==> config.mk <==
export PLATFORM = sky130hd
export DESIGN_NAME = se_frame_streamer
export DESIGN_NICKNAME = d
export VERILOG_FILES = /design/src/rtl/se_frame_streamer.sv
export SDC_FILE = /design/constraint.sdc
export NUM_CORES = 1
export LEC_CHECK = 0
export ABC_CLOCK_PERIOD_IN_PS = 3700
export BUFFER_PORTS_ARGS = -buffer_cell sky130_fd_sc_hd__clkbuf_2
export CAP_MARGIN = 20
export CORE_UTILIZATION = 62
export CTS_BUF_LIST = sky130_fd_sc_hd__clkbuf_8
export CTS_CLUSTER_SIZE = 28
export DETAILED_ROUTE_END_ITERATION = 6
export PLACE_DENSITY_LB_ADDON = 0.05
export SETUP_SLACK_MARGIN = 0.4
export SYNTH_ARGS = -nofsm -noshare
export SYNTH_HDL_FRONTEND = slang
export SYNTH_SLANG_ARGS = --single-unit
export TNS_END_PERCENT = 1
==> constraint.sdc <==
create_clock -name clk -period 3.7 [get_ports clk]
set_input_delay 0.185 -clock clk [delete_from_list [all_inputs] [get_ports clk]]
set_output_delay 0.185 -clock clk [all_outputs]
set_load 0.05 [all_outputs]
==> src/rtl/se_frame_streamer.sv <==
// Streams one frame from source memory into the SE block, then writes the SE output burst to result memory.
// Latency: start -> first read 1 cycle, first se_in_valid 3 cycles; result writes lag se_out_valid by 1 cycle.
// Backpressure: none downstream; pause only stalls read issue during STREAM, COLLECT aborts after TIMEOUT_CYCLES idle.
module se_frame_streamer #(
    parameter int DATA_WIDTH     = 16,
    parameter int IN_CHANNELS    = 16,
    parameter int IN_HEIGHT      = 56,
    parameter int IN_WIDTH       = 56,
    parameter int ADDR_WIDTH     = 16,
    parameter int TIMEOUT_CYCLES = 4096
) (
    input  logic                  clk,
    input  logic                  rst,
    input  logic                  start,
    input  logic [ADDR_WIDTH-1:0] base_addr,
    input  logic [ADDR_WIDTH-1:0] res_base_addr,
    input  logic                  pause,
    output logic                  mem_rd_en,
    output logic [ADDR_WIDTH-1:0] mem_rd_addr,
    input  logic [DATA_WIDTH-1:0] mem_rd_data,
    output logic [DATA_WIDTH-1:0] se_in_data,
    output logic                  se_in_valid,
    input  logic [DATA_WIDTH-1:0] se_out_data,
    input  logic                  se_out_valid,
    output logic                  res_wr_en,
    output logic [ADDR_WIDTH-1:0] res_wr_addr,
    output logic [DATA_WIDTH-1:0] res_wr_data,
    output logic                  busy,
    output logic                  done,
    output logic                  err_early,
    output logic                  err_timeout
);

    localparam int TOTAL = IN_HEIGHT * IN_WIDTH * IN_CHANNELS;
    localparam int IW    = $clog2(TIMEOUT_CYCLES + 1);

    localparam logic [ADDR_WIDTH:0] LAST_CNT  = (ADDR_WIDTH+1)'(TOTAL - 1);
    localparam logic [ADDR_WIDTH:0] CNT_ONE   = (ADDR_WIDTH+1)'(1);
    localparam logic [IW-1:0]       IDLE_LAST = IW'(TIMEOUT_CYCLES - 1);
    localparam logic [IW-1:0]       IDLE_ONE  = IW'(1);

    typedef enum logic [2:0] {
        S_IDLE,
        S_STREAM,
        S_DRAIN,
        S_COLLECT,
        S_DONE
    } state_t;

    state_t                state;
    logic [ADDR_WIDTH-1:0] base_q;
    logic [ADDR_WIDTH-1:0] res_base_q;
    logic [ADDR_WIDTH:0]   rd_cnt;
    logic [ADDR_WIDTH:0]   wr_cnt;
    logic [IW-1:0]         idle_cnt;
    logic                  rd_vld_q;

    // Read issue is decoded from the registered state so a pause takes effect in the same cycle.
    assign mem_rd_en   = (state == S_STREAM) && !pause;
    assign mem_rd_addr = mem_rd_en ? (base_q + rd_cnt[ADDR_WIDTH-1:0]) : '0;

    always_ff @(posedge clk or negedge rst) begin
        if (!rst) begin
            rd_vld_q    <= 1'b0;
            se_in_valid <= 1'b0;
            se_in_data  <= '0;
        end else begin
            rd_vld_q    <= mem_rd_en;
            se_in_valid <= rd_vld_q;
            if (rd_vld_q)
                se_in_data <= mem_rd_data;
        end
    end

    always_ff @(posedge clk or negedge rst) begin
        if (!rst) begin
            state       <= S_IDLE;
            base_q      <= '0;
            res_base_q  <= '0;
            rd_cnt      <= '0;
            wr_cnt      <= '0;
            idle_cnt    <= '0;
            res_wr_en   <= 1'b0;
            res_wr_addr <= '0;
            res_wr_data <= '0;
            busy        <= 1'b0;
            done        <= 1'b0;
            err_early   <= 1'b0;
            err_timeout <= 1'b0;
        end else begin
            res_wr_en <= 1'b0;
            done      <= 1'b0;
            case (state)
                S_IDLE: begin
                    if (start) begin
                        base_q      <= base_addr;
                        res_base_q  <= res_base_addr;
                        rd_cnt      <= '0;
                        wr_cnt      <= '0;
                        idle_cnt    <= '0;
                        err_early   <= 1'b0;
                        err_timeout <= 1'b0;
                        busy        <= 1'b1;
                        state       <= S_STREAM;
                    end
                end
                S_STREAM: begin
                    if (se_out_valid)
                        err_early <= 1'b1;
                    if (!pause) begin
                        rd_cnt <= rd_cnt + CNT_ONE;
                        if (rd_cnt == LAST_CNT)
                            state <= S_DRAIN;
                    end
                end
                S_DRAIN: begin
                    if (se_out_valid)
                        err_early <= 1'b1;
                    state <= S_COLLECT;
                end
                S_COLLECT: begin
                    if (se_out_valid) begin
                        res_wr_en   <= 1'b1;
                        res_wr_addr <= res_base_q + wr_cnt[ADDR_WIDTH-1:0];
                        res_wr_data <= se_out_data;
                        wr_cnt      <= wr_cnt + CNT_ONE;
                        idle_cnt    <= '0;
                        if (wr_cnt == LAST_CNT) begin
                            done  <= 1'b1;
                            state <= S_DONE;
                        end
                    end else if (idle_cnt == IDLE_LAST) begin
                        err_timeout <= 1'b1;
                        done        <= 1'b1;
                        state       <= S_DONE;
                    end else begin
                        idle_cnt <= idle_cnt + IDLE_ONE;
                    end
                end
                S_DONE: begin
                    busy  <= 1'b0;
                    state <= S_IDLE;
                end
                default: begin
                    busy  <= 1'b0;
                    state <= S_IDLE;
                end
            endcase
        end
    end

endmodule
==> results of run 1 <==
==> cell usage after synthesis (all sizes together), types with 9 or more instances <==
cell / count / area, sq um
nor2: 72 / 275
xnor2: 25 / 219
a21oi: 40 / 200
or3: 9 / 56.3
nand4: 11 / 68.8
mux2: 17 / 191
nand2: 197 / 739
o21ai: 30 / 150
inv: 16 / 60.1
nor3: 18 / 90.1
a21o: 13 / 97.6
clkbuf: 22 / 82.6
nand3: 35 / 175
dfrtp: 137 / 3430
ha: 33 / 413
xor2: 28 / 245
==> how the worst max path moves through the flow <==
stage,startpoint,to,cells after the start,slack [ns]
global route,rd_cnt[0],mem_rd_addr[12],10,0.30
finish,rd_cnt[0],mem_rd_addr[14],10,0.48
floorplan,rd_cnt[0],mem_rd_addr[12],9,0.64
detailed placement,rd_cnt[0],mem_rd_addr[14],10,0.71
global placement,rd_cnt[0],mem_rd_addr[14],10,0.83
CTS,rd_cnt[0],mem_rd_addr[14],10,0.42
==> cells by family (layout without fill, tap and decap cells) <==
kind of cell | after synthesis | after routing | synth area share, %
AND/OR/NAND/NOR | 383 | 383 | 23.4
flip-flops | 137 | 137 | 47.5
AO/OA/AOI/OAI | 124 | 124 | 11.1
XOR/XNOR | 53 | 53 | 6.43
buffers and inverters | 45 | 258 | 2.50
adder cells (fa/ha/maj) | 35 | 35 | 6.27
multiplexers | 18 | 18 | 2.79
==> power by group through the flow <==
stage               registers, mW  clock network (mW)  logic [mW]
detailed placement           2.37                   0        3.04
global route                 2.43                1.49        3.41
floorplan                    3.20                   0        1.47
global placement             2.34                   0        2.96
finish                       2.36                1.41        3.15
CTS                          2.35                1.43        3.12
==> final cells by class <==
| class | instances | area, sq um | area share (%) |
|---|---|---|---|
| inverter | 17 | 63.8 | 0.694 |
| timing repair buffer | 210 | 1440 | 15.6 |
| multi-input combinational | 613 | 3630 | 39.5 |
| clock buffer | 19 | 262 | 2.84 |
| sequential | 137 | 3430 | 37.3 |
| clock inverter | 12 | 196 | 2.14 |
| tap | 143 | 179 | 1.95 |
==> layer usage <==
| layer | share of wire [%] | wire length, um | global-route usage, % | vias up |
|---|---|---|---|---|
| li1 | - | - | - | 3109 |
| met2 | 50 | 8980 | 54.3 | 167 |
| met1 | 42 | 7580 | 34.6 | 3088 |
| met3 | 4.3 | 767 | 6.88 | 49 |
| met5 | 0 | 0 | 0 | - |
| met4 | 3.1 | 552 | 14.7 | 0 |
==> through the flow <==
step	hold WS [ns]	std cells
floorplan	-0.111	795
global placement	0.376	1054
detailed placement	0.380	1054
CTS	0.0762	1150
global route	0.106	1151
finish	0.0886	1151
==> flip-flops by register name (all words and copies together) (netlist names), 3 cells and up <==
name,count
res_wr_addr,16
res_wr_data,16
res_base_q,16
idle_cnt,13
rd_cnt,17
state,3
se_in_data,16
base_q,16
wr_cnt,17
==> critical path, delay by kind of cell (launching register included) <==
kind	cells	cell delay, ns
AOI/OAI and AO/OA	3	0.77
adders and majority gates	2	0.58
buffers and inverters	2	0.32
DFF	1	0.42
and+or+nand+nor	3	0.47
==> timing repair <==
action | CTS | global route
setup endpoints to repair | 1 | 2
resized for setup | 2 | 4
pin swaps | 0 | 0
endpoints found under the hold margin | 177 | 0
gates cloned | 0 | 0
hold buffers | 65 | 0
==> out/metrics.yaml, run 1 <==
status: "completed"
cp.required_ns: 3.51
dpl.hpwl_um: 11300
synth.avg_cell_area_sq_um: 9.08
syn_area_sq_um: 7220
finalClockSkew_ns: 0.00924
drt_iter0_markers: 363
synth_cell_type_count: 57
cpPeakStageDelay_ns: 0.42
wl_per_cell_um: 15.5
cts_setup_buffers: 0
worstSkewPairLatency_ns: 0.46
globalplace.congestion: 0.911
hold_violations: 0
ys_ff_latch: 137
fill_cells: 754
nNetsFinal: 1100
drv_slew: 0
combPwrFrac_pct: 45.5
ys.flop_type: "dfrtp_1"
cts_buffers: 17
crit_chain: "ha_1 > inv_1 > fa_1 > nor2b_1 > o21bai_1 > a31o_2 > a2111oi_2 > nor3_1 > nor3_2 > clkbuf_4"
num_rows: 39
rr_worst_depth: 6
yosysWarnings: 0
die-width_um: 110
tns_ns: 0
via_per_inst: 5.57
die_h_um: 110
clk_pin_slew_ns: 0.07
timing.rr.start: "state[2]"
num_vias: 6413
final_cell_mix: "nand2_1 (197), dfrtp_1 (137), clkbuf_2 (136)"
switchingPower_mw: 3.15
synth_edf_count: 0
hp-class: "input pin to flip-flop"
utilization_pct: 80.9
placed_cell_area_sq_um: 8050
finalSetupViolCount: 0
p_int_mw: 3.78
area_growth_pct: 27.3
p_per_area_nw_per_um2: 753
grt_pass1_wl_um: 28200
path_max_fanout: 5
min_from: "se_out_valid"
drt.antenna.violating_nets: 0
grt_start_max_net_pins: 115
h-tree-depth: 4
cts_buffer_depth: 2
ys_seq_area_share_pct: 47.5
async_flop_share_pct: 100
tightest_slew_ns: 0.831
fp.coreArea_sq_um: 11400
holdPathStages: 2
reg2reg_slack_ns: 1.14
clkPwrFrac_pct: 20.4
overflow: 0
grt_usage_pct: 30.6
cp-start-kind: "flip-flop"
cpMaxStageDelayCell: "dfrtp_1"
slew-limit-headroom_pct: 44.3
hold_end: "idle_cnt[6]"
endpoint_kind: "output pin"
wirelength_um: 17900
setup_ws_ns: 0.483
rsz0062_at_grt: "true"
layout-drive-gt1-share_pct: 20.8
post-route-drc-count: 0
finalCriticalPeriod_ns: 3.22
ios: 140
r2r_end: "res_wr_addr[13]"
path_class: "flip-flop to output pin"
max_freq_ghz: 0.311
final_area_sq_um: 9190
antenna_found_initial: 0
worstPathArrival_ns: 3.03
cts.sinks: 137
cts_tree: "yes"
grt_pass1_vias: 6400
drt_first_pass_iters: 5
total_power_mw: 6.93
die-area_sq_um: 12100
layout_commonest_cell: "nand2_1"
fin_crit_sh_pct: 86.9
n_antenna_cell: 0
p_leak_nw: 4.60
synthesis.nets: 899
seqPwrFrac_pct: 34.1
port-buffer-count: 139
ir_drop_v: 0.000719
max_cap_violations: 0
syn_inst: 795
preCtsSetupSlack_ns: 0.713
cts-root-buf: "clkbuf_8"
initial_core_util_pct: 63.5
p_sw_share_pct: 45.4
Note: power is estimated with default switching activity, not from simulation.
==> inputs of run 2 (changes only) <==
--- a/config.mk
+++ b/config.mk
@@ -12,7 +12,7 @@
 export CTS_BUF_LIST = sky130_fd_sc_hd__clkbuf_8
 export CTS_CLUSTER_SIZE = 28
 export DETAILED_ROUTE_END_ITERATION = 6
-export PLACE_DENSITY_LB_ADDON = 0.05
+export PLACE_DENSITY = 0.88
 export SETUP_SLACK_MARGIN = 0.4
 export SYNTH_ARGS = -nofsm -noshare
 export SYNTH_HDL_FRONTEND = slang
==> run 2 against run 1 <==
  * Clock skew up 0.0067 ns
  * Fmax is 0.24% higher
  * Count of clock-buffer cells in the layout grew 1
  * Global-route usage up 3.3 points
  * Routed wire length rose by 9.3%
  * Hold slack improved by 0.0023 ns
  * Largest cell class unchanged
  * Highest routed layer unchanged
==> out/metrics.yaml, run 2 (synthesis results as in run 1) <==
preCtsSetupSlack_ns: 0.683  # -0.0302 ns
layout-drive-gt1-share_pct: 21.0  # +0.18 points
worstPathArrival_ns: 3.02  # about the same
setup_ws_ns: 0.491  # +0.00777 ns
top_layer: "met4"
worstSkewPairLatency_ns: 0.46  # about the same
drt_first_pass_iters: 5  # unchanged
ir_drop_v: 0.000764  # +6.2%
fin_crit_sh_pct: 86.7  # -0.21 points
area_growth_pct: 26.4
nNetsFinal: 1101  # +0.091%
cp.required_ns: 3.51  # about the same
numPlacedInstances: 1056  # +0.19%
finalCriticalPeriod_ns: 3.21  # -0.00777 ns
p_leak_nw: 4.58  # -0.61%
die-area_sq_um: 12100  # unchanged
h-tree-depth: 4  # unchanged
die_h_um: 110  # unchanged
grt_pass1_vias: 6456  # +0.88%
via_per_inst: 5.75  # +3.3%
grt_start_max_net_pins: 111  # -3.5%
dr_wl_met2_um: 9710  # +8.1%
grt_usage_pct: 33.9  # +3.3 points
max_cap_violations: 0  # unchanged
cts.sinks: 137  # unchanged
grt_pass1_wl_um: 30900  # +9.4%
rsz0062_at_grt: "true"
clk_pin_slew_ns: 0.08  # about the same
finalSetupViolCount: 0  # unchanged
ios: 140  # unchanged
hold_ws_ns: 0.0909  # +0.00227 ns
num_vias: 6640  # +3.5%
layout_commonest_cell: "nand2_1"
cts-root-buf: "clkbuf_8"
dpl.hpwl_um: 11400  # +0.53%
overflow: 0  # unchanged
status: "completed"
m1WireLength_um: 7910  # +4.4%
timing.rr.start: "state[0]"
fill_cells: 659  # -13%
globalplace.congestion: 0.897  # -1.5%
max_freq_ghz: 0.312  # +0.24%
initial_core_util_pct: 63.5  # unchanged
endpoint_kind: "output pin"
utilization_pct: 80.3  # -0.61 points
crit_path_end: "mem_rd_addr[12]"
total_power_mw: 6.84  # -1.2%
cts_tree: "yes"
post-route-drc-count: 0  # unchanged
cts_buffers: 17  # unchanged
drt_iter0_markers: 430  # +18%
drt.antenna.violating_nets: 0  # unchanged
hp-class: "input pin to flip-flop"
final_area_sq_um: 9130  # -0.75%
r2r_end: "res_wr_addr[13]"
final_cells: 1154  # +0.26%
wl_per_cell_um: 16.9  # +9.1%
crit_start: "rd_cnt[0]"
path_max_fanout: 5  # unchanged
met3WireLength_um: 1130  # +48%
drv_slew: 0  # unchanged
placed_cell_area_sq_um: 8050  # about the same
hold_violations: 0  # unchanged
port-buffer-count: 139  # unchanged
final_cell_mix: "nand2_1 (197), dfrtp_1 (137), clkbuf_2 (137)"
num_rows: 39  # unchanged
die-width_um: 110  # unchanged
tightest_slew_ns: 0.981  # +0.151 ns
reg2reg_slack_ns: 1.15  # about the same
cp-start-kind: "flip-flop"
path_class: "flip-flop to output pin"
slew-limit-headroom_pct: 34.6  # -9.7 points
rr_worst_depth: 7  # +1
finalClockSkew_ns: 0.0159  # +0.00667 ns
fp.coreArea_sq_um: 11400  # unchanged
wirelength_um: 19600  # +9.3%
cts_buffer_depth: 2  # unchanged
p_per_area_nw_per_um2: 750  # -0.49%
cts_setup_buffers: 0  # unchanged
antenna_found_initial: 1  # +1
tns_ns: 0  # unchanged
top_regs: "rd_cnt x17, wr_cnt x17"
==> run 2: cell count changes in the layout (fill, tap and decap cells not counted), sizes merged <==
cell	before	now
bufinv	5	2
clkinvlp	3	2
diode	0	2
clkinv	4	7
clkbuf	157	158
buf	7	8
==> run 2: worst min-delay path by stage <==
stage / from / to / slack, ns / cells after the start
floorplan: rst / base_q[0] / -0.11 / 0
global placement: base_addr[14] / base_q[14] / 0.37 / 3
detailed placement: rst / se_in_data[10] / 0.38 / 1
CTS: se_out_valid / idle_cnt[6] / 0.07 / 2
global route: se_out_valid / idle_cnt[6] / 0.10 / 2
finish: se_out_valid / idle_cnt[6] / 0.09 / 2
==> run 2: power breakdown <==
group / switching [mW] / leakage (nW) / internal (mW)
clock network: 0.597 / 0.201 / 0.647
logic: 2.26 / 2.62 / 0.956
registers: 0.389 / 1.76 / 1.99
==> run 2: metal layers <==
layer	up-vias	GRT usage, %
met5	-	0
met3	80	8.06
met4	0	18.3
li1	3120	-
met1	3173	38.8
met2	267	58.4
==> run 2: cell type report <==
| class | count | area [sq um] | area share (%) |
|---|---|---|---|
| inverter | 17 | 63.8 | 0.699 |
| clock inverter | 11 | 121 | 1.33 |
| timing repair buffer | 211 | 1410 | 15.4 |
| tap | 143 | 179 | 1.96 |
| multi-input combinational | 613 | 3640 | 39.9 |
| antenna | 2 | 5.00 | 0.0548 |
| sequential | 137 | 3430 | 37.6 |
| clock buffer | 20 | 275 | 3.02 |
==> run 2: worst max-delay path, stage by stage, from the launching register on <==
cell,delay [ns]
dfrtp_1,0.42
ha_1,0.20
inv_1,0.06
fa_1,0.39
nor2b_2,0.18
o21bai_1,0.12
a31o_2,0.30
a211oi_1,0.33
nor3_1,0.08
nor3_1,0.17
clkbuf_2,0.31
==> run 2: repair_timing <==
action	in CTS	in global routing
setup endpoints to repair	1	2
hold buffers	65	0
endpoints found under the hold margin	172	0
gates resized for setup	2	4
